**src/rtl/fetch_ctrl_if.sv**
```systemverilog
// Fetch controller bus: instruction-memory request/ack, decode valid/ready and redirect inputs.
// master = fetch_ctrl side, slave = memory/decode/next-PC side.
interface fetch_ctrl_if;
   logic        imem_req;
   logic [31:0] imem_addr;
   logic        imem_ack;
   logic [31:0] imem_rdata;
   logic        inst_valid;
   logic [31:0] inst;
   logic [31:0] inst_pc;
   logic        inst_ready;
   logic        redirect;
   logic [31:0] redirect_target;
   logic        fetch_err;

   modport master (
      output imem_req, imem_addr, inst_valid, inst, inst_pc, fetch_err,
      input  imem_ack, imem_rdata, inst_ready, redirect, redirect_target
   );

   modport slave (
      input  imem_req, imem_addr, inst_valid, inst, inst_pc, fetch_err,
      output imem_ack, imem_rdata, inst_ready, redirect, redirect_target
   );
endinterface

```
**src/rtl/fetch_ctrl.sv**
```systemverilog
// Instruction-fetch sequencer: owns the PC, fetches over req/ack, hands words to decode.
// Optional macro FETCH_DELAY_SLOT_EN selects branch-delay-slot redirects instead of squash.
module fetch_ctrl #(
   parameter logic [31:0] RESET_PC = 32'h0000_3000,
   parameter int unsigned PC_STEP  = 4
) (
   input logic          clk,
   input logic          rst_n,
   fetch_ctrl_if.master bus
);

   typedef enum logic [1:0] {st_idle, st_req, st_hold, st_halt} state_t;

   state_t      state_q, state_d;
   logic [31:0] pc_q, pc_d;
   logic        pend_q, pend_d;
   logic [31:0] ptgt_q, ptgt_d;
   logic [31:0] inst_q, inst_d;
   logic [31:0] ipc_q, ipc_d;
   logic        err_q, err_d;
   logic        misalign;
   logic [31:0] pc_seq;

   assign misalign = bus.redirect && (bus.redirect_target[1:0] != 2'b00);
   assign pc_seq   = pc_q + 32'(PC_STEP);

   always_ff @(posedge clk or negedge rst_n) begin
      if (!rst_n) begin
         state_q <= st_idle;
         pc_q    <= RESET_PC;
         pend_q  <= 1'b0;
         ptgt_q  <= RESET_PC;
         inst_q  <= 32'h0;
         ipc_q   <= 32'h0;
         err_q   <= 1'b0;
      end else begin
         state_q <= state_d;
         pc_q    <= pc_d;
         pend_q  <= pend_d;
         ptgt_q  <= ptgt_d;
         inst_q  <= inst_d;
         ipc_q   <= ipc_d;
         err_q   <= err_d;
      end
   end

   always_comb begin
      state_d = state_q;
      pc_d    = pc_q;
      pend_d  = pend_q;
      ptgt_d  = ptgt_q;
      inst_d  = inst_q;
      ipc_d   = ipc_q;
      err_d   = err_q;
      // A misaligned target is fatal from any live state; HALT ignores all inputs.
      if (state_q != st_halt && misalign) begin
         err_d   = 1'b1;
         state_d = st_halt;
      end else begin
         case (state_q)
            st_idle: begin
               state_d = st_req;
               if (bus.redirect) pc_d = bus.redirect_target;
            end
            st_req: begin
`ifdef FETCH_DELAY_SLOT_EN
               // In-flight word is the delay slot: keep it, remember the target.
               if (bus.redirect) begin
                  pend_d = 1'b1;
                  ptgt_d = bus.redirect_target;
               end
               if (bus.imem_ack) begin
                  inst_d  = bus.imem_rdata;
                  ipc_d   = pc_q;
                  state_d = st_hold;
               end
`else
               if (bus.imem_ack) begin
                  if (bus.redirect) begin
                     pc_d   = bus.redirect_target;
                     pend_d = 1'b0;
                  end else if (pend_q) begin
                     pc_d   = ptgt_q;
                     pend_d = 1'b0;
                  end else begin
                     inst_d  = bus.imem_rdata;
                     ipc_d   = pc_q;
                     state_d = st_hold;
                  end
               end else if (bus.redirect) begin
                  // Address must stay put until ack; apply the target afterwards.
                  pend_d = 1'b1;
                  ptgt_d = bus.redirect_target;
               end
`endif
            end
            st_hold: begin
`ifdef FETCH_DELAY_SLOT_EN
               if (bus.inst_ready) begin
                  state_d = st_req;
                  pend_d  = 1'b0;
                  if (bus.redirect)  pc_d = bus.redirect_target;
                  else if (pend_q)   pc_d = ptgt_q;
                  else               pc_d = pc_seq;
               end else if (bus.redirect) begin
                  pend_d = 1'b1;
                  ptgt_d = bus.redirect_target;
               end
`else
               if (bus.redirect) begin
                  pc_d    = bus.redirect_target;
                  state_d = st_req;
               end else if (bus.inst_ready) begin
                  pc_d    = pc_seq;
                  state_d = st_req;
               end
`endif
            end
            st_halt: ;
            default: state_d = st_idle;
         endcase
      end
   end

   assign bus.imem_req   = (state_q == st_req);
   assign bus.imem_addr  = pc_q;
   assign bus.inst_valid = (state_q == st_hold);
   assign bus.inst       = inst_q;
   assign bus.inst_pc    = ipc_q;
   assign bus.fetch_err  = err_q;

endmodule

```
**src/flat_wrapper.sv**
```systemverilog
// flat-port wrapper written by rule: the top's interface ports become plain ports
module fetch_ctrl_flat 
#(
   parameter logic [31:0] RESET_PC = 32'h0000_3000,
   parameter int unsigned PC_STEP  = 4
)
  (clk, rst_n, bus_imem_req, bus_imem_addr, bus_inst_valid, bus_inst, bus_inst_pc, bus_fetch_err, bus_imem_ack, bus_imem_rdata, bus_inst_ready, bus_redirect, bus_redirect_target);
  fetch_ctrl_if bus_i ();
  input logic clk;
  input logic rst_n;
  output wire logic [$bits(bus_i.imem_req)-1:0] bus_imem_req;
  output wire logic [$bits(bus_i.imem_addr)-1:0] bus_imem_addr;
  output wire logic [$bits(bus_i.inst_valid)-1:0] bus_inst_valid;
  output wire logic [$bits(bus_i.inst)-1:0] bus_inst;
  output wire logic [$bits(bus_i.inst_pc)-1:0] bus_inst_pc;
  output wire logic [$bits(bus_i.fetch_err)-1:0] bus_fetch_err;
  input wire logic [$bits(bus_i.imem_ack)-1:0] bus_imem_ack;
  input wire logic [$bits(bus_i.imem_rdata)-1:0] bus_imem_rdata;
  input wire logic [$bits(bus_i.inst_ready)-1:0] bus_inst_ready;
  input wire logic [$bits(bus_i.redirect)-1:0] bus_redirect;
  input wire logic [$bits(bus_i.redirect_target)-1:0] bus_redirect_target;
  assign bus_imem_req = bus_i.imem_req;
  assign bus_imem_addr = bus_i.imem_addr;
  assign bus_inst_valid = bus_i.inst_valid;
  assign bus_inst = bus_i.inst;
  assign bus_inst_pc = bus_i.inst_pc;
  assign bus_fetch_err = bus_i.fetch_err;
  assign bus_i.imem_ack = bus_imem_ack;
  assign bus_i.imem_rdata = bus_imem_rdata;
  assign bus_i.inst_ready = bus_inst_ready;
  assign bus_i.redirect = bus_redirect;
  assign bus_i.redirect_target = bus_redirect_target;
  fetch_ctrl #(.RESET_PC(RESET_PC), .PC_STEP(PC_STEP)) u_core (.clk(clk), .rst_n(rst_n), .bus(bus_i));
endmodule
```
**config.mk**
```make
export PLATFORM = sky130hd
export DESIGN_NAME = fetch_ctrl_flat
export DESIGN_NICKNAME = d
export VERILOG_FILES = /design/src/rtl/fetch_ctrl_if.sv /design/src/rtl/fetch_ctrl.sv /design/src/flat_wrapper.sv
export SDC_FILE = /design/constraint.sdc
export NUM_CORES = 1
export LEC_CHECK = 0
export ABC_AREA = 0
export BUFFER_PORTS_ARGS = -buffer_cell sky130_fd_sc_hd__buf_2
export CAP_MARGIN = 20
export CORE_MARGIN = 2
export CORE_UTILIZATION = 45
export DETAILED_ROUTE_END_ITERATION = 10
export GPL_ROUTABILITY_DRIVEN = 1
export PLACE_DENSITY = 0.72
export RECOVER_POWER = 100
export SLEW_MARGIN = 0
export SYNTH_ARGS = -nofsm -noshare
export SYNTH_HDL_FRONTEND = slang
export SYNTH_SLANG_ARGS = --single-unit
```
**constraint.sdc**
```tcl
create_clock -name clk -period 2.1 [get_ports clk]
set_input_delay 0.42 -clock clk [delete_from_list [all_inputs] [get_ports clk]]
set_output_delay 0.42 -clock clk [all_outputs]
set_load 0.1 [all_outputs]
```
# After elaboration in Yosys (flattened, before gate mapping)
# Cells that the tools add are included.
dict set report totals {
  inputBits 69
  output_inout_bits 99
  regBits 132
  word_cells 51
}
dict set report op_classes {
  muxes 16
  n_bitwise 4
  reduce_logical 12
  add_sub_neg 1
  n_eq_ne 11
}
# cell n
set op_table {}
lappend op_table {{32-bit 2-to-1 mux} 6}
lappend op_table {{32-bit one-hot mux with 3 select lines} 1}
lappend op_table {{32-bit by 3-bit adder with 32-bit output (second input constant)} 1}
lappend op_table {{2-bit 2-to-1 mux} 6}
lappend op_table {{5-bit AND reduction} 2}
lappend op_table {{3-bit by 1-bit != test with 1-bit output (second input constant)} 3}
lappend op_table {{2-bit one-hot mux with 3 select lines} 1}
lappend op_table {{6-bit AND reduction} 1}
lappend op_table {{2-bit != test (second input constant)} 2}
lappend op_table {{4-bit by 1-bit != test with 1-bit output (second input constant)} 1}
lappend op_table {{1-bit inverter} 4}
lappend op_table {{4-bit AND reduction} 1}
lappend op_table {{2-bit nonzero test} 2}
lappend op_table {{4-bit nonzero test} 1}
lappend op_table {{3-bit by 2-bit != test with 1-bit output (second input constant)} 1}
lappend op_table {{3-bit != test (second input constant)} 1}
lappend op_table {{3-bit AND reduction} 1}
lappend op_table {{3-bit nonzero test} 1}
lappend op_table {{2-bit by 1-bit == test with 1-bit output (second input constant)} 1}
lappend op_table {{2-bit == test (second input constant)} 1}
lappend op_table {{1-bit logical AND} 2}
lappend op_table {{2-bit logical NOT} 1}
lappend op_table {{1-bit 2-to-1 mux} 2}
lappend op_table {{2-bit by 1-bit != test with 1-bit output (second input constant)} 1}

# Longest topological paths before layout
# Gate-level depths: netlist of run 1.
dict set report depth {
  ltp_word 5
  mapped_depth 9
  ltp_nobuf 7
}

# Worst setup path after synthesis of run 1
# Ideal clock, no wire load.
dict set report synth_path {
  path_type {register to register}
  start {register u_core.state_q[0]}
  end {register u_core.pc_q[20] (netlist: u_core.bus.imem_addr[20])}
  t_required_ns 2.005
  synth_period_minus_slack_ns 2.708
  setup_ns 0.095
  path_slack_ns -0.608
  stages_incl_launch_ff 10
  arrival_ns 2.613
  path_buffers 2
  path_cell_list {dfrtp_1 inv_1 ha_1 nor3b_1 a311oi_2 o221ai_2 buf_4 clkbuf_1 o21ai_0 o31ai_1}
}
dict set report synth_between {
  word_cells_on_any_way 13
  cone_classes {7 x eq/ne; 1 x mux; 1 x bitwise; 4 x reduce/logical}
}
# item line
set synth_rtl {}
lappend synth_rtl {{start: declaration} fetch_ctrl.sv:14} ;# state_t state_q, state_d;
lappend synth_rtl {{start signal: assignment} fetch_ctrl.sv:29} ;# state_q <= st_idle;
lappend synth_rtl {{start signal: assignment} fetch_ctrl.sv:37} ;# state_q <= state_d;
lappend synth_rtl {{2-bit == test (*)} --}
lappend synth_rtl {{named net bus_inst_valid} flat_wrapper.sv:13} ;# output wire logic [$bits(bus_i.inst_valid)-1:0] bus_inst_valid;
lappend synth_rtl {{3-bit by 1-bit != test with 1-bit output (no source line) / 3-bit nonzero test (equally long branches)} --}
lappend synth_rtl {{6-bit AND reduction (no source line)} --}
lappend synth_rtl {{end signal: assignment} fetch_ctrl.sv:38} ;# pc_q <= pc_d;
lappend synth_rtl {{end: declaration} fetch_ctrl.sv:15} ;# logic [31:0] pc_q, pc_d;
# Mark *: on every way through the listed nets, which the timed path passes. The rest lies on a longest branch.
# A chain may end at the register's enable or synchronous reset.

# Worst setup path in the final report of run 1
dict set report layout_path {
  start {register u_core.state_q[1]}
  end {register u_core.pc_q[21] (netlist: u_core.bus.imem_addr[21])}
}
dict set report layout_between {
  elab_chain_len 4
  word_cells_on_any_way 13
  cone_classes {7 x eq/ne; 1 x mux; 1 x bitwise; 4 x reduce/logical}
}
# item
set layout_lines {}
lappend layout_lines {{parallel branches: the longest is 4 deep, another holds 6-bit AND reduction}}
# Several ways; the timed one is not identified.

==> results of run 1 <==
==> worst min path at each step <==
stage               slack [ns]                    end                from
finish                    0.23    u_core.bus.inst[22]  bus_imem_rdata[22]
detailed placement        0.34  u_core.bus.inst_pc[3]               rst_n
global placement          0.33  u_core.bus.inst_pc[4]               rst_n
CTS                       0.22     u_core.bus.inst[2]   bus_imem_rdata[2]
floorplan                 0.12   u_core.bus.fetch_err               rst_n
global route              0.22     u_core.bus.inst[4]   bus_imem_rdata[4]
==> worst reg2reg max path, cell delays in order, from the launching register on <==
cell,delay [ns]
dfrtp_2,0.45
ha_4,0.20
nor3b_2,0.18
a311oi_4,0.27
o221ai_4,0.21
buf_12,0.19
clkbuf_16,0.17
nor3_4,0.24
a2111oi_4,0.08
==> cells by family after synthesis <==
kind of cell	share of synthesized area, %
flip-flops	51.2
buffers and inverters	3.55
adder cells (fa/ha/maj)	1.16
XOR/XNOR	0.678
multiplexers	16.7
AO/OA/AOI/OAI	14.8
AND/OR/NAND/NOR	11.9
==> cell usage in the layout (no fill, tap or decap), drive strengths merged, types with 7 or more instances in the layout <==
cell type  count
buf          135
dfrtp        128
clkbuf       104
mux2          96
o21ai         41
nand2         33
nor2          33
a21oi         19
o31ai         13
nor3          13
nand3         12
inv           10
nand4         10
a22oi          9
a31oi          7
a32oi          7
nor2b          7
and3           7
==> timing repair <==
item	4_1_cts	5_1_grt
resized for setup	1	26
buffers inserted	5	10
setup endpoints to repair	2	23
hold buffers	1	0
gates cloned	1	2
hold endpoints to repair	32	0
pin swaps	1	6
==> metal layers <==
layer	GRT usage, %	up-vias
li1	-	2517
met2	38.3	217
met1	29.7	2778
met4	11.5	0
met5	0	-
met3	5.40	38
==> area by class of cell <==
class	instances	area [um2]	share of cell area, %
Antenna cell	1	2.50	0.0286
Clock buffer	23	478	5.47
Clock inverter	9	128	1.46
Inverter	10	37.5	0.429
Multi-Input combinational cell	384	3100	35.5
Sequential cell	132	3370	38.6
Tap cell	180	225	2.58
Timing Repair Buffer	217	1390	15.9
==> flip-flops by register name, summed over array words and instances (netlist names) <==
| name | flops |
|---|---|
| u_core.state_q | 2 |
| u_core.ptgt_q | 32 |
| u_core.bus.imem_addr | 32 |
| u_core.bus.fetch_err | 1 |
| u_core.pend_q | 1 |
| u_core.bus.inst | 32 |
| u_core.bus.inst_pc | 32 |
==> through the flow <==
step | util, % | hold slack [ns]
6_report | 62.7 | 0.229
5_1_grt | 62.7 | 0.221
4_1_cts | 60.9 | 0.222
3_5_place_dp | 55.9 | 0.338
3_3_place_gp | 55.9 | 0.334
2_1_floorplan | - | 0.124
==> results_dict.tcl, run 1 <==
set metrics [dict create \
    start_util_pct 46.3 \
    tightest_slew_ns 0.920 \
    placed_cell_area_um2 7800 \
    cp-startpoint "u_core.state_q[1]" \
    highest-signal-layer "met4" \
    synth_nets 642 \
    fin_ws_ns -0.0178 \
    slowest_delay_ns 0.45 \
    cts_tree "done" \
    die_w_um 124 \
    synth_top_area_share_pct 49.6 \
    violations "negative setup slack" \
    antenna_found_initial 1 \
    clk_pin_slew_worst_paths_ns 0.06 \
    synth_edf_count 0 \
    max_freq_mhz 472 \
    finalHoldViolCount 0 \
    num_vias 5550 \
    slew_viol_final 0 \
    grt_setup_unrepaired "yes" \
    dp.cells 904 \
    yosysWarnings 0 \
    async_reset_ff_share_pct 100 \
    nFillCells 1110 \
    hpwl_mm 12.1 \
    worstSetupPathType "register to register" \
    crit_required_ns 2.40 \
    synth_cells 567 \
    cpLargestDelayFamily "compound AO/OA/AOI/OAI gates" \
    finalNetCount 837 \
    io_buffers 167 \
    skew_ns 0.00775 \
    setup_violations 2 \
    drc 0 \
    slew_headroom_pct 38.7 \
    ys_types 66 \
    wl_per_cell_um 19.1 \
    wl_met1_mm 7.22 \
    yosysMostFrequentCell "dfrtp_1" \
    numCtsBuffers 17 \
    die_area_um2 15300 \
    fin_cells 956 \
    ys_top_cells_by_area "dfrtp_1 50%, mux2_2 17%, o21ai_0 2.9%" \
    ys.flop_type "dfrtp_1" \
    grt_pass1_wl_mm 27.7 \
    setup_tns_ns -0.0203 \
    die_h_um 124 \
    drtAntennaViolNets 0 \
    fin_crit_sh_pct 101 \
    grt_pass1_vias 5525 \
    start_kind "register" \
    crit_chain "ha_4 -> nor3b_2 -> a311oi_4 -> o221ai_4 -> buf_12 -> clkbuf_16 -> nor3_4 -> a2111oi_4" \
    crit_path_end_kind "register" \
    grt_max_degree 52 \
    reg2reg_to "u_core.bus.imem_addr[21]" \
    cp_num_cells 8 \
    cts_max_level 4 \
    fin_crit_ns 2.12 \
    whs_path_depth 2 \
    dr_wl_met2_mm 9.40 \
    core_area_um2 13900 \
    final_cell_area_um2 8740 \
    drive_gt1_share_pct 51.7 \
    cp.buffers_inverters 2 \
    cap_violations 0 \
    netlist_area_um2 6460 \
    pre_cts_ws_ns -0.0156 \
    firstDrtPassIters 5 \
    clockBufferDepth 2 \
    wl_met3_mm 1.19 \
    cts_sinks 132 \
    clock_latency_ns 0.42 \
    ys_seq_elements 132 \
    yosysSeqAreaShare_pct 51.2 \
    grt-ovfl-total 0 \
    via_per_inst 5.81 \
    netlist_top_cells_count "128 x dfrtp_1, 96 x mux2_2, 38 x o21ai_0" \
    rrSetupSlack_ns -0.02 \
    critPathArrivalTime_ns 2.41 \
    syn_to_final_growth_pct 35.3 \
    crit_slowest_cell "dfrtp_2" \
    ctsRootBufferMaster "clkbuf_16" \
    avgSynthCellArea_um2 11.4 \
    cp-endpoint "u_core.bus.imem_addr[21]" \
    rr_startpoint "u_core.state_q[1]" \
    critPathMaxFanout 10 \
    reg2reg_depth 8 \
    status "complete, but fails checks" \
    drt_iter0_markers 415 \
    io_pins 168 \
    num_rows 43 \
    grt_use_total_pct 23.6 \
    hold_class "input pin to register" \
    place_congestion 0.871 \
    synth.largest_area_cell "dfrtp_1" \
    wirelength_mm 18.2 \
]
Power of run 1 is not shown: default switching activity piles up to over one toggle a cycle in this logic, so the estimate is an artifact.
==> inputs of run 2 (changes only) <==
CTS_CLUSTER_DIAMETER = 80   (was unset)
MAX_ROUTING_LAYER = met4   (was unset)
==> results_dict.tcl, run 2 (synthesized netlist as in run 1, its figures left out) <==
set metrics [dict create \
    setup_violations 1 \
    fin_crit_ns 2.16 \
    cts_max_level 4 \
    via_per_inst 5.86 \
    tightest_slew_ns 0.935 \
    ctsRootBufferMaster "clkbuf_16" \
    critPathArrivalTime_ns 2.44 \
    critPathMaxFanout 10 \
    pre_cts_ws_ns -0.0156 \
    num_rows 43 \
    grt_use_total_pct 24.2 \
    setup_tns_ns -0.0563 \
    drive_gt1_share_pct 52.0 \
    status "complete, but fails checks" \
    start_kind "register" \
    numCtsBuffers 17 \
    wl_per_cell_um 19.2 \
    mostFrequentLayoutCells "105 x dfrtp_1, 96 x mux2_2, 88 x buf_2, 79 x clkbuf_2, 35 x o21ai_0" \
    worstSetupPathType "register to register" \
    die_area_um2 15300 \
    violations "negative setup slack" \
    grt_setup_unrepaired "yes" \
    slew_viol_final 0 \
    die_w_um 124 \
    grt_pass1_vias 5528 \
    cts_tree "done" \
    syn_to_final_growth_pct 35.7 \
    grt_max_degree 52 \
    grt-ovfl-total 0 \
    drtAntennaViolNets 0 \
    io_buffers 167 \
    die_h_um 124 \
    cts_sinks 132 \
    io_pins 168 \
    crit_required_ns 2.38 \
    firstDrtPassIters 5 \
    cap_violations 0 \
    finalHoldViolCount 0 \
    crit_path_end_kind "register" \
    core_area_um2 13900 \
    drt_iter0_markers 390 \
    clk_pin_slew_worst_paths_ns 0.06 \
    skew_ns 0.0112 \
    fin_crit_sh_pct 103 \
    hold_class "input pin to register" \
    start_util_pct 46.3 \
    hpwl_mm 12.1 \
    max_freq_mhz 464 \
    drc 0 \
    antenna_found_initial 1 \
    num_vias 5603 \
    fin_ws_ns -0.0563 \
    clock_latency_ns 0.42 \
    finalNetCount 837 \
    slew_headroom_pct 37.7 \
    mostFrequentLayoutCell "dfrtp_1" \
    wirelength_mm 18.4 \
    grt_pass1_wl_mm 27.7 \
    clockBufferDepth 2 \
    place_congestion 0.885 \
]
[run 2: cell type report]
type	instances	area, um2
Tap cell	180	225
Sequential cell	132	3370
Clock inverter	9	128
Timing Repair Buffer	217	1390
Inverter	10	37.5
Multi-Input combinational cell	384	3120
Antenna cell	1	2.50
Fill cell	1107	5170
Clock buffer	23	478
[run 2: what timing repair did]
item / in CTS / in global routing
pin swaps: 1 / 6
buffers inserted: 5 / 10
endpoints found under the setup margin: 2 / 23
hold endpoints to repair: 32 / 0
gates resized for setup: 1 / 30
hold buffers: 1 / 0
gates cloned: 1 / 2
[run 2: critical path: stages (launching register included)]
cell       delay (ns)
dfrtp_2          0.45
ha_4             0.20
nor3b_4          0.17
a311oi_4         0.27
o221ai_4         0.21
buf_12           0.19
clkbuf_16        0.17
o21ai_0          0.25
o31ai_1          0.12
[run 2: layer usage]
metal / up-vias / routed length [um] / global-route usage (%) / part of all wire [%]
li1: 2521 / - / - / -
met1: 2820 / 7390 / 30.0 / 40
met2: 218 / 9500 / 38.2 / 52
met3: 44 / 1050 / 4.58 / 5.7
met4: 0 / 437 / 11.9 / 2.4
met5: - / 0 / - / 0
[run 2: final timing paths]
path                                      startpoint                       end  slack, ns  cells after the start
worst max-delay path               u_core.state_q[1]  u_core.bus.imem_addr[14]      -0.06                      8
worst min-delay path              bus_imem_rdata[30]       u_core.bus.inst[30]       0.23                      2
worst max register to register     u_core.state_q[1]  u_core.bus.imem_addr[14]      -0.06                      8
worst min register to register  u_core.bus.fetch_err      u_core.bus.fetch_err       0.49                      1
max in group asynchronous                      rst_n  u_core.bus.imem_addr[13]       0.58                      3
min in group asynchronous                      rst_n     u_core.bus.inst_pc[3]       0.68                      2
[run 2: per-stage QoR]
step                      utilization [%]  hold slack, ns  instance area, um2  cells
final                                62.9           0.234                8760    956
after detailed placement             55.9           0.338                7800    904
after CTS                            60.9           0.222                8480    943
after global routing                 62.9           0.224                8760    956
after floorplan                         -           0.124                6610    567
after global placement               55.9           0.334                7800    904
Power of run 2 is left out for the same reason.
